**config.mk**
```make
export PLATFORM = sky130hd
export DESIGN_NAME = accum_col_reader
export DESIGN_NICKNAME = d
export VERILOG_FILES = /design/src/rtl/accum_col_reader.sv
export SDC_FILE = /design/constraint.sdc
export NUM_CORES = 1
export LEC_CHECK = 0
export ABC_AREA = 1
export CORE_MARGIN = 4
export CORE_UTILIZATION = 33
export DETAILED_ROUTE_END_ITERATION = 8
export PLACE_DENSITY = 0.53
export SYNTH_ARGS = -nofsm -noshare
export SYNTH_HDL_FRONTEND = slang
export SYNTH_SLANG_ARGS = --single-unit
```
**constraint.sdc**
```tcl
create_clock -name clk -period 7.1 [get_ports clk]
set_input_delay 0.71 -clock clk [delete_from_list [all_inputs] [get_ports clk]]
set_output_delay 0.71 -clock clk [all_outputs]
set_load 0.05 [all_outputs]
```
**src/rtl/accum_col_reader.sv**
```systemverilog
// accum_col_reader: drains a contiguous row block of one accumulator column onto a
// valid/ready stream through a 2-entry skid FIFO. Define RELU_EN to clamp negative outputs to 0.
module accum_col_reader #(
  parameter int unsigned DATA_WIDTH     = 16,
  parameter int unsigned MAX_ROWS_NUM   = 128,
  parameter int unsigned MAX_OUT_COLS   = 128,
  parameter int unsigned SYS_ARR_COLS   = 16,
  localparam int unsigned NUM_ACCUM_ROWS = MAX_ROWS_NUM * (MAX_OUT_COLS / SYS_ARR_COLS),
  localparam int unsigned AW             = $clog2(NUM_ACCUM_ROWS)
) (
  input  logic                         clk,
  input  logic                         rst_n,
  input  logic                         start,
  input  logic [AW-1:0]                base_addr,
  input  logic [AW:0]                  num_rows,
  input  logic                         clear_after,
  output logic                         busy,
  output logic                         done,
  output logic                         rd_en,
  output logic [AW-1:0]                rd_address,
  input  logic signed [DATA_WIDTH-1:0] rd_data,
  output logic                         accum_clear,
  output logic                         out_valid,
  input  logic                         out_ready,
  output logic signed [DATA_WIDTH-1:0] out_data,
  output logic                         out_last
);

  localparam logic [AW-1:0] LastAddr = AW'(NUM_ACCUM_ROWS - 1);

  typedef enum logic [1:0] {StIdle, StRead, StDrain, StFin} state_e;

  state_e                  state_q, state_d;
  logic [AW-1:0]           addr_q, addr_d;
  logic [AW:0]             remain_q, remain_d;
  logic                    clear_q, clear_d;
  logic                    inflight_q, inflight_d;
  logic                    inflight_last_q, inflight_last_d;
  logic [DATA_WIDTH-1:0]   fifo_data_q [2];
  logic [DATA_WIDTH-1:0]   fifo_data_d [2];
  logic [1:0]              fifo_last_q, fifo_last_d;
  logic                    wr_ptr_q, wr_ptr_d;
  logic                    rd_ptr_q, rd_ptr_d;
  logic [1:0]              count_q, count_d;

  logic                    push, pop;
  logic [2:0]              occupancy;
  logic                    credit_ok;
  logic                    issue, issue_last;
  logic [AW-1:0]           issue_addr;
  logic [DATA_WIDTH-1:0]   head;

  function automatic logic [AW-1:0] addr_inc(input logic [AW-1:0] a);
    return (a == LastAddr) ? '0 : a + 1'b1;
  endfunction

  // FIFO bookkeeping; the read returning this cycle lands at the tail.
  always_comb begin
    push        = inflight_q;
    pop         = (count_q != 2'd0) && out_ready;
    count_d     = count_q + {1'b0, push} - {1'b0, pop};
    wr_ptr_d    = wr_ptr_q ^ push;
    rd_ptr_d    = rd_ptr_q ^ pop;
    fifo_data_d = fifo_data_q;
    fifo_last_d = fifo_last_q;
    if (push) begin
      fifo_data_d[wr_ptr_q] = rd_data;
      fifo_last_d[wr_ptr_q] = inflight_last_q;
    end
    // Counting this cycle's pop as a freed slot keeps the stream at one element per cycle.
    occupancy = {1'b0, count_q} + {2'b00, inflight_q} - {2'b00, pop};
    credit_ok = occupancy < 3'd2;
  end

  always_comb begin
    state_d         = state_q;
    addr_d          = addr_q;
    remain_d        = remain_q;
    clear_d         = clear_q;
    issue           = 1'b0;
    issue_last      = 1'b0;
    issue_addr      = '0;
    unique case (state_q)
      StIdle: begin
        // The first read goes out in the start cycle so data is visible two cycles later.
        if (start && rst_n) begin
          clear_d = clear_after;
          if (num_rows == '0) begin
            state_d = StFin;
          end else begin
            issue      = 1'b1;
            issue_addr = base_addr;
            issue_last = (num_rows == (AW+1)'(1));
            addr_d     = addr_inc(base_addr);
            remain_d   = num_rows - (AW+1)'(1);
            state_d    = issue_last ? StDrain : StRead;
          end
        end
      end
      StRead: begin
        if (credit_ok) begin
          issue      = 1'b1;
          issue_addr = addr_q;
          issue_last = (remain_q == (AW+1)'(1));
          addr_d     = addr_inc(addr_q);
          remain_d   = remain_q - (AW+1)'(1);
          if (issue_last) state_d = StDrain;
        end
      end
      StDrain: begin
        if (count_d == 2'd0 && !inflight_q) state_d = StFin;
      end
      StFin: begin
        state_d = StIdle;
      end
      default: state_d = StIdle;
    endcase
    inflight_d      = issue;
    inflight_last_d = issue && issue_last;
  end

  always_ff @(posedge clk or negedge rst_n) begin
    if (!rst_n) begin
      state_q         <= StIdle;
      addr_q          <= '0;
      remain_q        <= '0;
      clear_q         <= 1'b0;
      inflight_q      <= 1'b0;
      inflight_last_q <= 1'b0;
      fifo_data_q     <= '{default: '0};
      fifo_last_q     <= '0;
      wr_ptr_q        <= 1'b0;
      rd_ptr_q        <= 1'b0;
      count_q         <= '0;
    end else begin
      state_q         <= state_d;
      addr_q          <= addr_d;
      remain_q        <= remain_d;
      clear_q         <= clear_d;
      inflight_q      <= inflight_d;
      inflight_last_q <= inflight_last_d;
      fifo_data_q     <= fifo_data_d;
      fifo_last_q     <= fifo_last_d;
      wr_ptr_q        <= wr_ptr_d;
      rd_ptr_q        <= rd_ptr_d;
      count_q         <= count_d;
    end
  end

  always_comb begin
    busy        = (state_q != StIdle);
    done        = (state_q == StFin);
    accum_clear = done && clear_q;
    rd_en       = issue;
    rd_address  = issue ? issue_addr : '0;
    out_valid   = (count_q != 2'd0);
    head        = fifo_data_q[rd_ptr_q];
    out_last    = out_valid && fifo_last_q[rd_ptr_q];
`ifdef RELU_EN
    out_data    = (out_valid && !head[DATA_WIDTH-1]) ? head : '0;
`else
    out_data    = out_valid ? head : '0;
`endif
  end

endmodule

```
==> summary.txt, run 1 <==
Detailed routing
  – DRC Markers: 0
  – DR pass1 iterations: 4
  – DR WL/cell: 13.7 um
  – Vias per cell: 4.79
  – DR iter-0 viols: about 250
  – Total routed wirelength: 10800 um
  – Final ANT Viol Nets: 0
  – Vias: 3762

Worst setup path
  – Worst path bufs/invs: 5
  – R2r worst-path depth: 14
  – Critical Path Most Common Cell: inv_1
  – Crit path required time: 6390 ps
  – Crit-path max cell delay: 840 ps
  – CP max-delay cell: clkdlybuf4s50_1
  – Cell count along the critical path: 11
  – CP startpoint kind: input pin
  – CP cell instances: clkdlybuf4s50_1 -> inv_1 -> nor2_1 -> ha_1 -> inv_1 -> ha_1 -> inv_1 -> fa_1 -> nand4_1 -> o22ai_1 -> clkdlybuf4s50_1
  – Worst Path Max Fanout: 12
  – Setup crit end kind: output port
  – Arrival @ worst endpoint: between 4000 and 5000 ps
  – Crit-path leading delay family: buffers and inverters
  – WS Path Type: in2out

Clocking
  – Post-CTS Resized: 0
  – Post-CTS setup buffers: 0
  – Worst-path clk slew: approximately 50 ps
  – CTS buffer count: 9
  – Hold-fix buffers, CTS: 0
  – Root buf cell: clkbuf_16
  – CTS tree: built
  – Total clock sinks: 64
  – H-tree Lvls: 3
  – Worst-Skew Late Latency: 330 ps
  – Max Root-Sink Buffers: 2

Yosys
  – Yosys warnings: 0
  – Synth cell types: 30
  – Synthesized cell area: ~4000 sq um
  – #FFs+latches synth: 64
  – Sequential-to-total area share from yosys stat: 39.2%
  – Avg Cell Area, Syn: 7.49 sq um
  – Syn Inst Count: about 550
  – Syn_nets: a little over 600

Worst hold path
  – Hold path depth: 1
  – Worst min path class: reg2reg

Flow run
  – Max-cap viol count: 0

Placement
  – Port-buffer cells: 73
  – Hpwl dp: 7680 um
  – Dpl cell area: around 4900 sq um
  – Placed insts: 769
  – GPL Wtd Cong: between 0.8 and 0.9

Final layout
  – Fin util: between 40% and 50%
  – Area delta synth->final: 27.7%
  – Most common cell after layout, fill and taps aside: nand2_1
  – Layout Nets: 670
  – Layout cell share with drive strength beyond 1: 8.43%
  – Post-layout instance area: ~5200 sq um
  – Commonest non-fill, non-tap cells in the layout: nand2_1, clkdlybuf4s50_1, inv_1
  – Ant diodes: 0
  – Finished Layout Cells: 785

Timing
  – Slew @ Worst Pin: 1110 ps
  – Final Setup Violations: 0
  – Tcrit/Tclk final: approximately two thirds
  – Post-route setup TNS: 0 ps
  – RSZ-0062 raised after global routing: no
  – Slew headroom: 26.0%
  – Fmax: 0.209 GHz
  – Fin crit period: 4780 ps
  – Worst Skew: around 5.9 ps
  – Final hold violations: 0
  – Max-slew violation count: 0

Floorplan
  – Die W: ~120 um
  – Die area: roughly 14000 sq um
  – Initial core utilization: between 30 and 40%
  – Core area: 12100 sq um
  – Core Rows: 40
  – I/O pin cnt: 74
  – Chip height: 119 um

Global route
  – Largest net degree at the start of global routing: 65
  – Vias in the first global route: roughly 3.6k
  – Overflow after GRT: 0
  – First-pass GRT wire length: 17800 um
  – GRT Overall Usage: 15.5%
  – Initial antenna violation count: 0

Power
  – Peak VDD IR: 0.000155 V
  – Leak: 2.40 nW
  – Power Density: 500 nW/um^2

Run status
  – Status: finished, final reports clean
-- worst reg2reg max path, stage by stage, from the launching register on --
cell and delay (ps):
dfrtp_1 430, nor2_1 140, nor2_1 80, ha_1 270
inv_1 60, ha_1 130, inv_1 50, fa_1 530
nand3_1 90, nand2_1 80, nand3_1 110, nor2_4 620
inv_2 310, nand2_1 140, nand2_1 60
-- sequential cells by signal, indices dropped and copies added, names as in the netlist --
signal,flops
inflight_q,1
count_q,2
addr_q,10
state_q,2
clear_q,1
wr_ptr_q,1
inflight_last_q,1
fifo_data_q,32
rd_ptr_q,1
fifo_last_q,2
remain_q,11
-- worst paths after layout --
| path | startpoint | end | slack, ps |
|---|---|---|---|
| max | out_ready | rd_address[8] | 2320 |
| max reg2reg | count_q[1] | addr_q[1] | 3900 |
| min | fifo_data_q[16] | fifo_data_q[16] | 500 |
| min in group asynchronous | rst_n | fifo_data_q[15] | 660 |
| max in group asynchronous | rst_n | inflight_q | 5920 |
| min reg2reg | fifo_data_q[16] | fifo_data_q[16] | 500 |
-- cells in the mapped netlist (all sizes together) --
cell	number	area (sq um)
inv	74	278
nand2	140	543
a21oi	26	130
o22ai	7	43.8
nor2	41	211
mux2	18	203
o21a	1	7.51
nand4	12	75.1
ha	15	188
buf	9	66.3
o31ai	1	7.51
o21ai	67	335
nand3b	1	7.51
xnor2	2	17.5
fa	1	20.0
dfrtp	64	1600
a31oi	1	6.26
clkbuf	11	41.3
o21bai	1	7.51
nand3	48	245
xor2	6	52.6
-- per-layer routing --
layer | vias to the layer above | global-route usage (%) | wire [um]
li1 | 1905 | - | -
met1 | 1750 | 21.1 | 5290
met2 | 94 | 24.2 | 4760
met3 | 13 | 3.99 | 567
met4 | 0 | 4.87 | 157
met5 | - | 0 | 0
-- power breakdown --
| part | switching, mW | leakage, nW | total [mW] | internal, mW |
|---|---|---|---|---|
| Sequential | 0.136 | 0.786 | 0.678 | 0.541 |
| Clock | 0.164 | 0.138 | 0.433 | 0.270 |
| Combinational | 0.998 | 1.48 | 1.50 | 0.501 |
-- final cells by class --
class                      instances  area (sq um)
clock buffer                      10           229
tap                              168           210
sequential                        64          1600
timing repair buffer              75           741
fill                            1239          6840
multi-input combinational        388          2100
clock inverter                     6          60.1
inverter                          74           278
-- logic make-up after synthesis --
group	count (synthesis)	share of synthesized area (%)
adder cells (fa/ha/maj)	16	5.08
AO/OA/AOI/OAI	104	13.2
buffers and inverters	94	9.43
multiplexers	18	4.96
XOR/XNOR	8	1.71
flip-flops	64	39.2
AND/OR/NAND/NOR	242	26.5
-- metrics by stage --
step                total power [mW]  setup slack, ps  hold WS, ps
finish                          2.61             2320          498
global route                    2.82             2030          506
CTS                             2.63             2280          492
detailed placement              2.19             2300          468
global placement                2.17             2370          468
floorplan                       1.77             3120          414
No activity file was read; power rests on OpenSTA's default activity.
==> run 2: changes to the inputs <==
==> constraint.sdc (replaced) <==
create_clock -name clk -period 4.95 [get_ports clk]
set_input_delay 0.495 -clock clk [delete_from_list [all_inputs] [get_ports clk]]
set_output_delay 0.495 -clock clk [all_outputs]
set_load 0.05 [all_outputs]
==> summary.txt, run 2 (synthesis results as in run 1) <==
Timing
  – Fin crit period: 4340 ps
  – Post-route setup TNS: 0 ps (unchanged)
  – Worst hold margin: 410 ps (was 498 ps)
  – Max-slew violation count: 0 (unchanged)
  – Slew headroom: 27.8% (was 26.0%)
  – Slew @ Worst Pin: 1080 ps (was 1110 ps)
  – Final Setup Violations: 0 (unchanged)
  – Final worst setup slack: 608 ps (was 2320 ps)
  – RSZ-0062 raised after global routing: no (unchanged)
  – Worst Skew: 7.37 ps (was 5.89 ps)
  – Final hold violations: 0 (unchanged)
  – Fmax: 0.230 GHz
  – Tcrit/Tclk final: between 80 and 90%

Power
  – Peak VDD IR: 0.000260 V (was 0.000155 V)
  – Switching Power: 1.85 mW (was 1.30 mW)
  – Int Power: 1.95 mW (was 1.31 mW)
  – Sequential power share: 25.5% (was 26.0%)
  – Sw frac: 48.7% (was 49.7%)
  – Comb pwr share: 56.6% (was 57.4%)
  – Clock share of power: 17.9% (was 16.6%)
  – Leak: 2.42 nW (was 2.40 nW)
  – Power Density: 725 nW/um^2 (was 500 nW/um^2)

Final layout
  – Max reg flops: 32 (unchanged)
  – Commonest non-fill, non-tap cells in the layout: nand2_1, clkdlybuf4s50_1, inv_1 (unchanged)
  – Regs by FF count: fifo_data_q (32), remain_q (11), addr_q (10) (unchanged)
  – Area delta synth->final: 28.3% (was 27.7%)
  – Most flops, register: fifo_data_q (unchanged)
  – Ant diodes: 0 (unchanged)
  – Layout cell share with drive strength beyond 1: 8.10% (was 8.43%)
  – Most common cell after layout, fill and taps aside: nand2_1 (unchanged)
  – Layout Nets: 670 (unchanged)

Placement
  – Port-buffer cells: 73 (unchanged)
  – GPL Wtd Cong: 0.892 (was 0.890)
  – Hpwl dp: 7720 um (was 7680 um)
  – Post-Place Worst Slack: 577 ps (was 2300 ps)

Worst hold path
  – Worst min path class: in2async (was reg2reg)

Clocking
  – Root buf cell: clkbuf_16 (unchanged)
  – Post-CTS Resized: 0 (unchanged)
  – Worst-path clk slew: 60 ps (was 50 ps)
  – CTS tree: built (unchanged)
  – Hold-fix buffers, CTS: 0 (unchanged)
  – Worst-Skew Late Latency: 330 ps (about the same)
  – Post-CTS setup buffers: 0 (unchanged)
  – Total clock sinks: 64 (unchanged)
  – H-tree Lvls: 3 (unchanged)
  – Max Root-Sink Buffers: 2 (unchanged)
  – CTS buffer count: 9 (unchanged)

Global route
  – GRT Overall Usage: 15.5% (about the same)
  – Overflow after GRT: 0 (unchanged)
  – Initial antenna violation count: 0 (unchanged)
  – Largest net degree at the start of global routing: 65 (unchanged)
  – First-pass GRT wire length: 17900 um (was 17800 um)
  – Vias in the first global route: 3708 (was 3636)

Worst setup path
  – Arrival @ worst endpoint: 3850 ps (was 4070 ps)
  – WS Path Type: in2out (unchanged)
  – RR Startpoint: count_q[1] (unchanged)
  – Crit path required time: 4450 ps (was 6390 ps)
  – Setup crit start: out_ready (unchanged)
  – Setup crit end kind: output port (unchanged)
  – CP startpoint kind: input pin (unchanged)
  – Worst Path Max Fanout: 12 (unchanged)

Detailed routing
  – Total routed wirelength: 10900 um (was 10800 um)
  – Final ANT Viol Nets: 0 (unchanged)
  – Vias per cell: 4.80 (was 4.79)
  – DR iter-0 viols: 227 (was 247)
  – Vias: 3769 (was 3762)
  – DR pass1 iterations: 4 (unchanged)
  – DRC Markers: 0 (unchanged)
  – DR WL/cell: 13.9 um (was 13.7 um)

Floorplan
  – Die area: 14200 sq um (unchanged)
  – Core area: 12100 sq um (unchanged)
  – Die W: 119 um (unchanged)
  – Chip height: 119 um (unchanged)
  – I/O pin cnt: 74 (unchanged)
  – Core Rows: 40 (unchanged)
  – Initial core utilization: 33.9% (unchanged)

Run status
  – Status: finished, final reports clean (unchanged)

Flow run
  – Max-cap viol count: 0 (unchanged)
-- run 2: cell types whose count changed in the layout (fill, tap and decap cells not counted) --
cell,before,now
clkbuf_1,1,3
clkbuf_8,0,1
bufinv_16,1,2
clkinv_2,3,1
clkinvlp_4,2,0
-- run 2: cell type report --
class	instances	area, sq um
Timing Repair Buffer	75	741
Tap cell	168	210
Multi-Input combinational cell	388	2100
Inverter	74	278
Sequential cell	64	1600
Clock buffer	13	250
Fill cell	1256	6820
Clock inverter	3	65.1
-- run 2: metrics by stage --
| stage | std cells | util, % | instance area (sq um) | power [mW] |
|---|---|---|---|---|
| finish | 785 | 43.5 | 5250 | 3.80 |
| global route | 785 | 43.5 | 5250 | 4.09 |
| floorplan | 546 | - | 4090 | 2.54 |
| detailed placement | 769 | 40.9 | 4930 | 3.15 |
| CTS | 785 | 43.5 | 5250 | 3.84 |
| global placement | 769 | 40.9 | 4930 | 3.11 |
-- run 2: critical path, cell delays in order --
cell	delay, ps
clkdlybuf4s50_1	450
inv_1	40
nor2_1	160
ha_1	250
inv_1	60
ha_1	130
inv_1	40
fa_1	530
nand4_1	470
o22ai_1	370
clkdlybuf4s50_1	850
-- run 2: final timing paths --
check	endpoint	slack (ps)	cells after the start
setup / recovery	rd_address[8]	610	11
hold / removal	remain_q[10]	410	2
setup reg to reg	addr_q[9]	1810	14
hold reg to reg	fifo_last_q[1]	480	2
max in group asynchronous	fifo_data_q[1]	4000	2
min in group clk	fifo_last_q[1]	480	2
-- run 2: metal layers --
metal  wire (um)  vias up  GRT usage, %
met5           0        -             0
met2        4980       95          25.2
li1            -     1904             -
met3         490       11          2.61
met1        5220     1759          20.8
met4         190        0          5.94
-- run 2: power by group through the flow --
stage	logic, mW	clock network (mW)	registers (mW)
final	2.15	0.681	0.970
after global placement	2.14	0	0.971
after floorplan	1.65	0	0.891
after detailed placement	2.17	0	0.976
after CTS	2.17	0.698	0.971
after global routing	2.37	0.715	1.01
==> run 3: changes to the inputs <==
--- a/config.mk
+++ b/config.mk
@@ -13,3 +13,4 @@
 export SYNTH_ARGS = -nofsm -noshare
 export SYNTH_HDL_FRONTEND = slang
 export SYNTH_SLANG_ARGS = --single-unit
+export TNS_END_PERCENT = 100
==> results of run 3 <==
Same layout as run 2: the final DEF is identical, and so are final timing and power.
